File: src/rtl/m2_block_writeback_if.sv
// Bus bundle for the block write-back stage: start/status, block RAM read ports and SRAM write port.
// The slave modport is the write-back engine; the master side feeds start, block indices and RAM data.
interface m2_block_writeback_if;
    logic        start;
    logic [5:0]  block_col;
    logic [5:0]  block_row;
    logic [6:0]  ram_address_a;
    logic [6:0]  ram_address_b;
    logic [31:0] ram_read_data_a;
    logic [31:0] ram_read_data_b;
    logic [17:0] SRAM_address;
    logic [15:0] SRAM_write_data;
    logic        SRAM_we_n;
    logic        busy;
    logic        done;

    modport master (
        output start, block_col, block_row, ram_read_data_a, ram_read_data_b,
        input  ram_address_a, ram_address_b, SRAM_address, SRAM_write_data,
               SRAM_we_n, busy, done
    );

    modport slave (
        input  start, block_col, block_row, ram_read_data_a, ram_read_data_b,
        output ram_address_a, ram_address_b, SRAM_address, SRAM_write_data,
               SRAM_we_n, busy, done
    );
endinterface

File: src/rtl/m2_block_writeback.sv
// Drains one 8x8 block of post-IDCT samples from block RAM, clips to 8 bits and
// writes it as 32 packed pixel-pair words into the output Y plane in SRAM.
module m2_block_writeback #(
    parameter logic [17:0] OUT_OFFSET = 18'd0,
    parameter logic [17:0] ROW_WORDS  = 18'd160
) (
    input logic                  Clock,
    input logic                  reset,
    m2_block_writeback_if.slave  bus
);

    typedef enum logic [1:0] {S_IDLE, S_LEAD, S_WRITE, S_FINISH} state_e;

    state_e      state_q, state_d;
    logic [4:0]  word_q, word_d;
    logic [5:0]  col_q, col_d;
    logic [5:0]  row_q, row_d;
    logic [6:0]  ram_addr_a_q, ram_addr_a_d;
    logic [6:0]  ram_addr_b_q, ram_addr_b_d;
    logic [17:0] sram_addr_q, sram_addr_d;
    logic [15:0] sram_data_q, sram_data_d;
    logic        we_n_q, we_n_d;
    logic        busy_q, busy_d;
    logic        done_q, done_d;

    logic [5:0]  word_ahead;
    logic [17:0] line_idx;
    logic [17:0] word_addr;

    function automatic logic [7:0] clip8(input logic signed [31:0] s);
        if (s < 0)
            return 8'd0;
        else if (s > 32'sd255)
            return 8'hFF;
        else
            return s[7:0];
    endfunction

    // RAM addresses lead the SRAM word being written by two words (one RAM latency + one register).
    assign word_ahead = {1'b0, word_q} + 6'd2;
    assign line_idx   = {9'd0, row_q, 3'b000} + {15'd0, word_q[4:2]};
    assign word_addr  = OUT_OFFSET + line_idx * ROW_WORDS
                      + {10'd0, col_q, 2'b00} + {16'd0, word_q[1:0]};

    // NOTE: sequential state uses non-blocking assignments so every register samples pre-edge values.
    always_ff @(posedge Clock or posedge reset) begin
        if (reset)
            state_q <= S_IDLE;
        else
            state_q <= state_d;
    end

    always_comb begin
        state_d = state_q;
        case (state_q)
            S_IDLE:   if (bus.start) state_d = S_LEAD;
            S_LEAD:   state_d = S_WRITE;
            S_WRITE:  if (word_q == 5'd31) state_d = S_FINISH;
            S_FINISH: state_d = S_IDLE;
            default:  state_d = S_IDLE;
        endcase
    end

    // NOTE: every _d takes its held value first, so no path through the case can infer a latch.
    always_comb begin
        word_d       = word_q;
        col_d        = col_q;
        row_d        = row_q;
        ram_addr_a_d = ram_addr_a_q;
        ram_addr_b_d = ram_addr_b_q;
        sram_addr_d  = sram_addr_q;
        sram_data_d  = sram_data_q;
        we_n_d       = we_n_q;
        busy_d       = busy_q;
        done_d       = done_q;
        case (state_q)
            S_IDLE: begin
                done_d = 1'b0;
                we_n_d = 1'b1;
                word_d = 5'd0;
                if (bus.start) begin
                    col_d        = bus.block_col;
                    row_d        = bus.block_row;
                    ram_addr_a_d = 7'd0;
                    ram_addr_b_d = 7'd1;
                    busy_d       = 1'b1;
                end
            end
            S_LEAD: begin
                ram_addr_a_d = 7'd2;
                ram_addr_b_d = 7'd3;
                word_d       = 5'd0;
            end
            S_WRITE: begin
                sram_addr_d  = word_addr;
                sram_data_d  = {clip8(bus.ram_read_data_a), clip8(bus.ram_read_data_b)};
                we_n_d       = 1'b0;
                ram_addr_a_d = {word_ahead, 1'b0};
                ram_addr_b_d = {word_ahead, 1'b1};
                word_d       = word_q + 5'd1;
            end
            S_FINISH: begin
                we_n_d = 1'b1;
                done_d = 1'b1;
                busy_d = 1'b0;
            end
            default: ;
        endcase
    end

    always_ff @(posedge Clock or posedge reset) begin
        if (reset) begin
            word_q       <= 5'd0;
            col_q        <= 6'd0;
            row_q        <= 6'd0;
            ram_addr_a_q <= 7'd0;
            ram_addr_b_q <= 7'd0;
            sram_addr_q  <= OUT_OFFSET;
            sram_data_q  <= 16'd0;
            we_n_q       <= 1'b1;
            busy_q       <= 1'b0;
            done_q       <= 1'b0;
        end else begin
            word_q       <= word_d;
            col_q        <= col_d;
            row_q        <= row_d;
            ram_addr_a_q <= ram_addr_a_d;
            ram_addr_b_q <= ram_addr_b_d;
            sram_addr_q  <= sram_addr_d;
            sram_data_q  <= sram_data_d;
            we_n_q       <= we_n_d;
            busy_q       <= busy_d;
            done_q       <= done_d;
        end
    end

    assign bus.ram_address_a   = ram_addr_a_q;
    assign bus.ram_address_b   = ram_addr_b_q;
    assign bus.SRAM_address    = sram_addr_q;
    assign bus.SRAM_write_data = sram_data_q;
    assign bus.SRAM_we_n       = we_n_q;
    assign bus.busy            = busy_q;
    assign bus.done            = done_q;

endmodule

File: src/flat_wrapper.sv
// flat-port wrapper written by rule: the top's interface ports become plain ports
module m2_block_writeback_flat 
#(
    parameter logic [17:0] OUT_OFFSET = 18'd0,
    parameter logic [17:0] ROW_WORDS  = 18'd160
)
  (Clock, reset, bus_start, bus_block_col, bus_block_row, bus_ram_read_data_a, bus_ram_read_data_b, bus_ram_address_a, bus_ram_address_b, bus_SRAM_address, bus_SRAM_write_data, bus_SRAM_we_n, bus_busy, bus_done);
  m2_block_writeback_if bus_i ();
  input logic Clock;
  input logic reset;
  input wire logic [$bits(bus_i.start)-1:0] bus_start;
  input wire logic [$bits(bus_i.block_col)-1:0] bus_block_col;
  input wire logic [$bits(bus_i.block_row)-1:0] bus_block_row;
  input wire logic [$bits(bus_i.ram_read_data_a)-1:0] bus_ram_read_data_a;
  input wire logic [$bits(bus_i.ram_read_data_b)-1:0] bus_ram_read_data_b;
  output wire logic [$bits(bus_i.ram_address_a)-1:0] bus_ram_address_a;
  output wire logic [$bits(bus_i.ram_address_b)-1:0] bus_ram_address_b;
  output wire logic [$bits(bus_i.SRAM_address)-1:0] bus_SRAM_address;
  output wire logic [$bits(bus_i.SRAM_write_data)-1:0] bus_SRAM_write_data;
  output wire logic [$bits(bus_i.SRAM_we_n)-1:0] bus_SRAM_we_n;
  output wire logic [$bits(bus_i.busy)-1:0] bus_busy;
  output wire logic [$bits(bus_i.done)-1:0] bus_done;
  assign bus_i.start = bus_start;
  assign bus_i.block_col = bus_block_col;
  assign bus_i.block_row = bus_block_row;
  assign bus_i.ram_read_data_a = bus_ram_read_data_a;
  assign bus_i.ram_read_data_b = bus_ram_read_data_b;
  assign bus_ram_address_a = bus_i.ram_address_a;
  assign bus_ram_address_b = bus_i.ram_address_b;
  assign bus_SRAM_address = bus_i.SRAM_address;
  assign bus_SRAM_write_data = bus_i.SRAM_write_data;
  assign bus_SRAM_we_n = bus_i.SRAM_we_n;
  assign bus_busy = bus_i.busy;
  assign bus_done = bus_i.done;
  m2_block_writeback #(.OUT_OFFSET(OUT_OFFSET), .ROW_WORDS(ROW_WORDS)) u_core (.Clock(Clock), .reset(reset), .bus(bus_i));
endmodule
File: config.mk
export PLATFORM = sky130hd
export DESIGN_NAME = m2_block_writeback_flat
export DESIGN_NICKNAME = d
export VERILOG_FILES = /design/src/rtl/m2_block_writeback_if.sv /design/src/rtl/m2_block_writeback.sv /design/src/flat_wrapper.sv
export SDC_FILE = /design/constraint.sdc
export NUM_CORES = 1
export LEC_CHECK = 0
export BUFFER_PORTS_ARGS = -buffer_cell sky130_fd_sc_hd__buf_2
export CELL_PAD_IN_SITES_DETAIL_PLACEMENT = 0
export CELL_PAD_IN_SITES_GLOBAL_PLACEMENT = 1
export CORE_ASPECT_RATIO = 0.9
export CORE_MARGIN = 2
export CORE_UTILIZATION = 33
export DETAILED_ROUTE_END_ITERATION = 8
export GPL_ROUTABILITY_DRIVEN = 0
export PLACE_DENSITY = 0.83
export SLEW_MARGIN = 20
export SYNTH_ARGS = -nofsm -noshare
export SYNTH_HDL_FRONTEND = slang
export SYNTH_SLANG_ARGS = --single-unit
File: constraint.sdc
create_clock -name Clock -period 2.6 [get_ports Clock]
set_clock_uncertainty 0.05 [all_clocks]
set_input_delay 0.26 -clock Clock [delete_from_list [all_inputs] [get_ports Clock]]
set_output_delay 0.26 -clock Clock [all_outputs]
set_load 0.05 [all_outputs]
# == Word level (Yosys, flattened, before mapping) ==
# Index checks and enable logic that the tools add are counted.
# classes
addsub,5
n_mul,1
order_cmp,4
n_eq_ne,6
n_mux,16
reduce_logical,11
# op_table
cell,count
$gt A32 B9 Y1 const B,2
$lt A32 B1 Y1 const B,2
$pmux W7 S3,2
$mux W8,4
$add A18 B2 Y18,1
$add A18 B8 Y18,1
$mul A18 B3 Y13 const B,1
$mux W7,2
$add A9 B3 Y10,1
$pmux W5 S2,1
$pmux W2 S4,1
$reduce_and A2 Y1,4
$add A5 B2 Y6 const B,1
$pmux W1 S2,3
$reduce_bool A2 Y1,3
$add A5 B1 Y5 const B,1
$eq A5 B5 Y1 const B,1
$eq A2 B2 Y1 const B,2
$mux W2,2
$reduce_or A2 Y1,2
$reduce_bool A3 Y1,1
$eq A2 B1 Y1 const B,1
$logic_not A2 Y1,1
$ne A2 B1 Y1 const B,1
2 further kinds,2
# totals
regBits,70
input_bits,79
out_inout_bits,51
elab_cells,54

# == Logic depth before layout (Yosys ltp) ==
# depth
depth_word,4
mapped_depth,10
mapped_depth_nobuf,10

# == Worst setup path before layout ==
# OpenSTA, ideal clock, no wires.
# synth_path
path_type,reg-to-reg
start,register u_core.word_q[3]
end,register u_core.sram_addr_q[14] (netlist: u_core.bus.SRAM_address[14])
setup_time_ps,92
t_arrival_ps,2320
required_time_ps,2458
setup_slack_ps,138
path_stages_with_launch,11
n_path_buf,0
synth_period_minus_slack_ps,2462
path_cell_list,dfrtp_1 > ha_1 > ha_1 > inv_1 > fa_1 > and2b_1 > o21ai_1 > a21boi_1 > nor4_2 > and2_1 > o31ai_2
# synth_between
elab_chain_len,4
# synth_lines
element,line_no,rtl
from (decl),m2_block_writeback.sv:15,"logic [4:0] word_q, word_d;"
from (signal assigned),m2_block_writeback.sv:124,word_q <= word_d;
$add A9 B3 Y10,m2_block_writeback.sv:41,"assign line_idx = {9'd0, row_q, 3'b000} + {15'd0, word_q[4:2]};"
$mul A18 B3 Y13,m2_block_writeback.sv:42,assign word_addr = OUT_OFFSET + line_idx * ROW_WORDS
$add A18 B8 Y18,m2_block_writeback.sv:43,"+ {10'd0, col_q, 2'b00} + {16'd0, word_q[1:0]};"
$add A18 B2 Y18,m2_block_writeback.sv:43,
to (signal assigned),m2_block_writeback.sv:129,sram_addr_q <= sram_addr_d;
to (decl),m2_block_writeback.sv:20,"logic [17:0] sram_addr_q, sram_addr_d;"
# No other way between the ends.
# A chain may end at the register's enable or synchronous reset.

# == Final worst setup path ==
# layout_path
start,register u_core.row_q[0]
end,register u_core.sram_addr_q[14] (netlist: u_core.bus.SRAM_address[14])
# layout_between
elab_chain_len,4
# layout_lines
element,line_no,rtl
from (decl),m2_block_writeback.sv:17,"logic [5:0] row_q, row_d;"
from (signal assigned),m2_block_writeback.sv:126,row_q <= row_d;
$add A9 B3 Y10,m2_block_writeback.sv:41,
$mul A18 B3 Y13,m2_block_writeback.sv:42,
$add A18 B8 Y18,m2_block_writeback.sv:43,
$add A18 B2 Y18,m2_block_writeback.sv:43,
# No other way between the ends.

==> results list <==
- Count of clock tree sinks: 63
- CTS tree: yes
- For this run, global-route usage on met2 was measured as 0.234.
- Horizontal die dimension: 112 µm
- Across the VDD grid, the largest voltage drop is 652 µV.
- Timing would allow up to 0.400 GHz.
- For the worst-skew pair, the clock arrives at the later sink with an insertion delay of 0.33 ns.
- Buffers on Ports: 128
- The library cell used most frequently in the layout, excluding fill and tap cells, is sky130_fd_sc_hd__buf_2.
- Setup total negative slack on the finished layout was measured at 0 ns.
- After legalization and detailed placement, the total HPWL measured 6530 µm.
* Synth Area in XOR/XNOR: 0.0350
* Met1 Usage GRT: 0.190
* Proportion of register bits with asynchronous set or reset after synthesis: 1.00
- Final Slew Violations: 0
- At the end of the flow the core is filled with cells to 0.452.
- After global routing the overflow that remains totals 0.
* # IOs: 130
* Area fraction in compound gates after synthesis: 0.130
- Post-synth EDFFs: 0
- DR pass1 iterations: 4
* Area of the die: 0.0114 mm²
- The number of nets handed over by synthesis was 440.
* Drt via density: 4.94
- The library cells used most frequently in the layout, excluding fill and tap cells, are sky130_fd_sc_hd__buf_2 (128), sky130_fd_sc_hd__dfrtp_1 (61), sky130_fd_sc_hd__nand2_1 (37).
- A synthesized cell averages 10.4 µm².
* Post-Synth Adder-Cell Area: 0.105
- The initial utilization of the core area, before any placement, comes to 0.339.
* Worst-case clock buffer depth: 2
* Area fraction of the dominant cell type after synthesis: 0.447
- For this run, design rule violations remaining after detail routing come to 0.
* Post-detailed-route count of antenna-violating nets: 0
* Commonest register cell after synthesis: sky130_fd_sc_hd__dfrtp_1
- Number of antenna violations at the first check in global routing: 0
- Core footprint: 0.0102 mm²
- Via count: 2948
* Library cell with the largest summed area after synthesis: sky130_fd_sc_hd__dfrtp_1
* Type of the most critical hold path: primary input to register
* Combinational family with the most area after synthesis: simple AND/OR/NAND/NOR gates
- Final #Nets: 570
- Hold_ws: 0.112 ns
* Number of clock buffers inserted by TritonCTS: 9
- In the global route stage, overall resource usage came out at 0.144.
- Worst-case setup margin in the final layout: 0.102 ns
- The cell count after synthesis came out at 333.
- Setup repair after global routing left no endpoint under its margin.
- First-pass GRT wire length: 13000 µm
* Power density over the cells: 1460 mW/mm²
- For this run, the number of Yosys warnings is 0.
- Cell at the root of the clock tree: sky130_fd_sc_hd__clkbuf_16
- Clock edge transition at the registers on the reported setup and hold paths: 0.06 ns
- Of the synthesized area, sequential elements account for 0.454.
- Max-capacitance violation count: 0
- The floorplan has 35 rows.
- The H-tree was split into 3 levels.
- Period Utilization, post-route: 0.961
* Actual slew at the worst max-slew pin: 0.655 ns
* Relative slew slack: 0.563
- Vias in the first global route: 2684
- Shortest period the worst path allows: 2.50 ns
* Pre-CTS setup slack: 0.00766 ns
- Outcome: complete, no violations
- Along the worst path, the maximum fanout reaches 3.
- Setup crit start kind: register
- Of the total synthesized cell area, the portion taken by AND, OR, NAND and NOR gates is 0.159.
* Critical path class: register to register
* Area growth from synthesis to layout: 33.5%
- Req. time, crit path: 2.76 ns
- Final hold viol count: 0
- Layout cells sized above 1: 0.432
* Pin count of the biggest net entering global routing: 35
* Routed len/inst: 14.2 µm
* Netlist area before placement: 0.00347 mm²
- In this run the static leakage power is 2.28 nW.
- Busiest metal layer after global routing: met2
- The portion of synthesized area spent on multiplexers is 0.0714.
- Synthesis inferred 63 register bits.
- Number of setup violations in the final report: 0
* Worst Setup End Kind: register
- The number of antenna diodes in the final layout is 0.
- Initial DRC count: 90
* Met3 track demand over resource: 0.0467
- Data arrival time of the critical path: 2.66 ns
- After filler insertion, the fill cell instance count of the layout stands at 994.
- In this run the vertical extent of the chip is 101 µm.
- Unique masters post-synth: 52
* Total power consumption of the routed design: 6.75 mW
- Cell types with the largest area share after synthesis: sky130_fd_sc_hd__dfrtp_1 (45%), sky130_fd_sc_hd__ha_1 (9.4%), sky130_fd_sc_hd__mux2_2 (7.1%)
- Detailed Route WL: 8500 µm
where the power goes:
| group | switching [mW] | internal [mW] |
|---|---|---|
| combinational | 2.53 | 1.33 |
| sequential | 0.276 | 1.41 |
| clock | 0.438 | 0.766 |
| total | 3.24 | 3.51 |
routing by layer:
metal | vias up | wire length [µm]
li1 | 1440 | -
met1 | 1421 | 3850
met2 | 77 | 4140
met3 | 10 | 415
met4 | 0 | 88
met5 | - | 0
repair_timing:
item	in CTS	in global routing
hold buffers	1	0
resized for setup	4	12
pin swaps	1	8
endpoints found under the hold margin	5	0
setup endpoints to repair	1	5
setup buffers	0	1
Yosys cell counts (all sizes together) (3+ instances only):
cell type and instances:
nand2b 4, ha 26, inv 12, nor2 26, o21ai 15, mux2 22
a21boi 3, a21oi 9, a31oi 3, a21o 6, xnor2 8, buf 11
dfrtp 62, and2 3, nor3 5, nor3b 3, nor4 12, o31ai 22
clkbuf 9, nand3 8, nand2 37, xor2 5
logic make-up (layout without fill, tap and decap cells):
family	Yosys count	in the layout
other	1	1
adder cells (fa/ha/maj)	28	28
XOR/XNOR	13	13
flip-flops	63	63
AND/OR/NAND/NOR	108	108
buffers and inverters	33	168
multiplexers	22	22
AO/OA/AOI/OAI	65	65
area by class of cell:
type	count	area [µm²]	share of cell area
timing repair buffer	139	726	0.157
clock inverter	5	57.6	0.0124
sequential	63	1580	0.341
clock buffer	11	243	0.0524
inverter	13	48.8	0.0105
tap	129	161	0.0348
multi-input combinational	237	1820	0.393
registers in the layout (all words and copies together), names as in the netlist:
register                    count
u_core.bus.ram_address_b        6
u_core.bus.SRAM_we_n            1
u_core.row_q                    6
u_core.bus.SRAM_address        18
u_core.bus.busy                 1
u_core.bus.done                 1
u_core.state_q                  2
u_core.word_q                   5
u_core.bus.SRAM_write_data     16
u_core.col_q                    6
u_core.bus.ram_address_a        1
critical path, cell delays in order, from the launching register on:
cell	delay [ns]
sky130_fd_sc_hd__dfrtp_2	0.44
sky130_fd_sc_hd__ha_4	0.28
sky130_fd_sc_hd__ha_4	0.13
sky130_fd_sc_hd__inv_2	0.04
sky130_fd_sc_hd__fa_2	0.37
sky130_fd_sc_hd__and2b_2	0.26
sky130_fd_sc_hd__o21ai_2	0.08
sky130_fd_sc_hd__nor3b_4	0.19
sky130_fd_sc_hd__nor4_4	0.29
sky130_fd_sc_hd__and2_4	0.20
sky130_fd_sc_hd__o31ai_2	0.05
through the flow:
stage | instances | area (µm²)
6_report | 597 | 4640
5_1_grt | 597 | 4640
4_1_cts | 596 | 4580
3_5_place_dp | 579 | 4240
3_3_place_gp | 579 | 4240
2_1_floorplan | 333 | 3470
path summary, 6_finish.rpt:
| kind | cells after the start | slack, ns | end | from |
|---|---|---|---|---|
| hold reg to reg | 1 | 0.41 | u_core.bus.ram_address_b[0] | u_core.bus.ram_address_b[0] |
| setup / recovery | 10 | 0.10 | u_core.bus.SRAM_address[14] | u_core.row_q[0] |
| setup reg to reg | 10 | 0.10 | u_core.bus.SRAM_address[14] | u_core.row_q[0] |
| min in group asynchronous | 3 | 0.52 | u_core.col_q[5] | reset |
| max in group asynchronous | 4 | 1.25 | u_core.bus.SRAM_write_data[10] | reset |
| hold / removal | 2 | 0.11 | u_core.col_q[1] | bus_block_col[1] |
(Power assumes the default switching activity.)
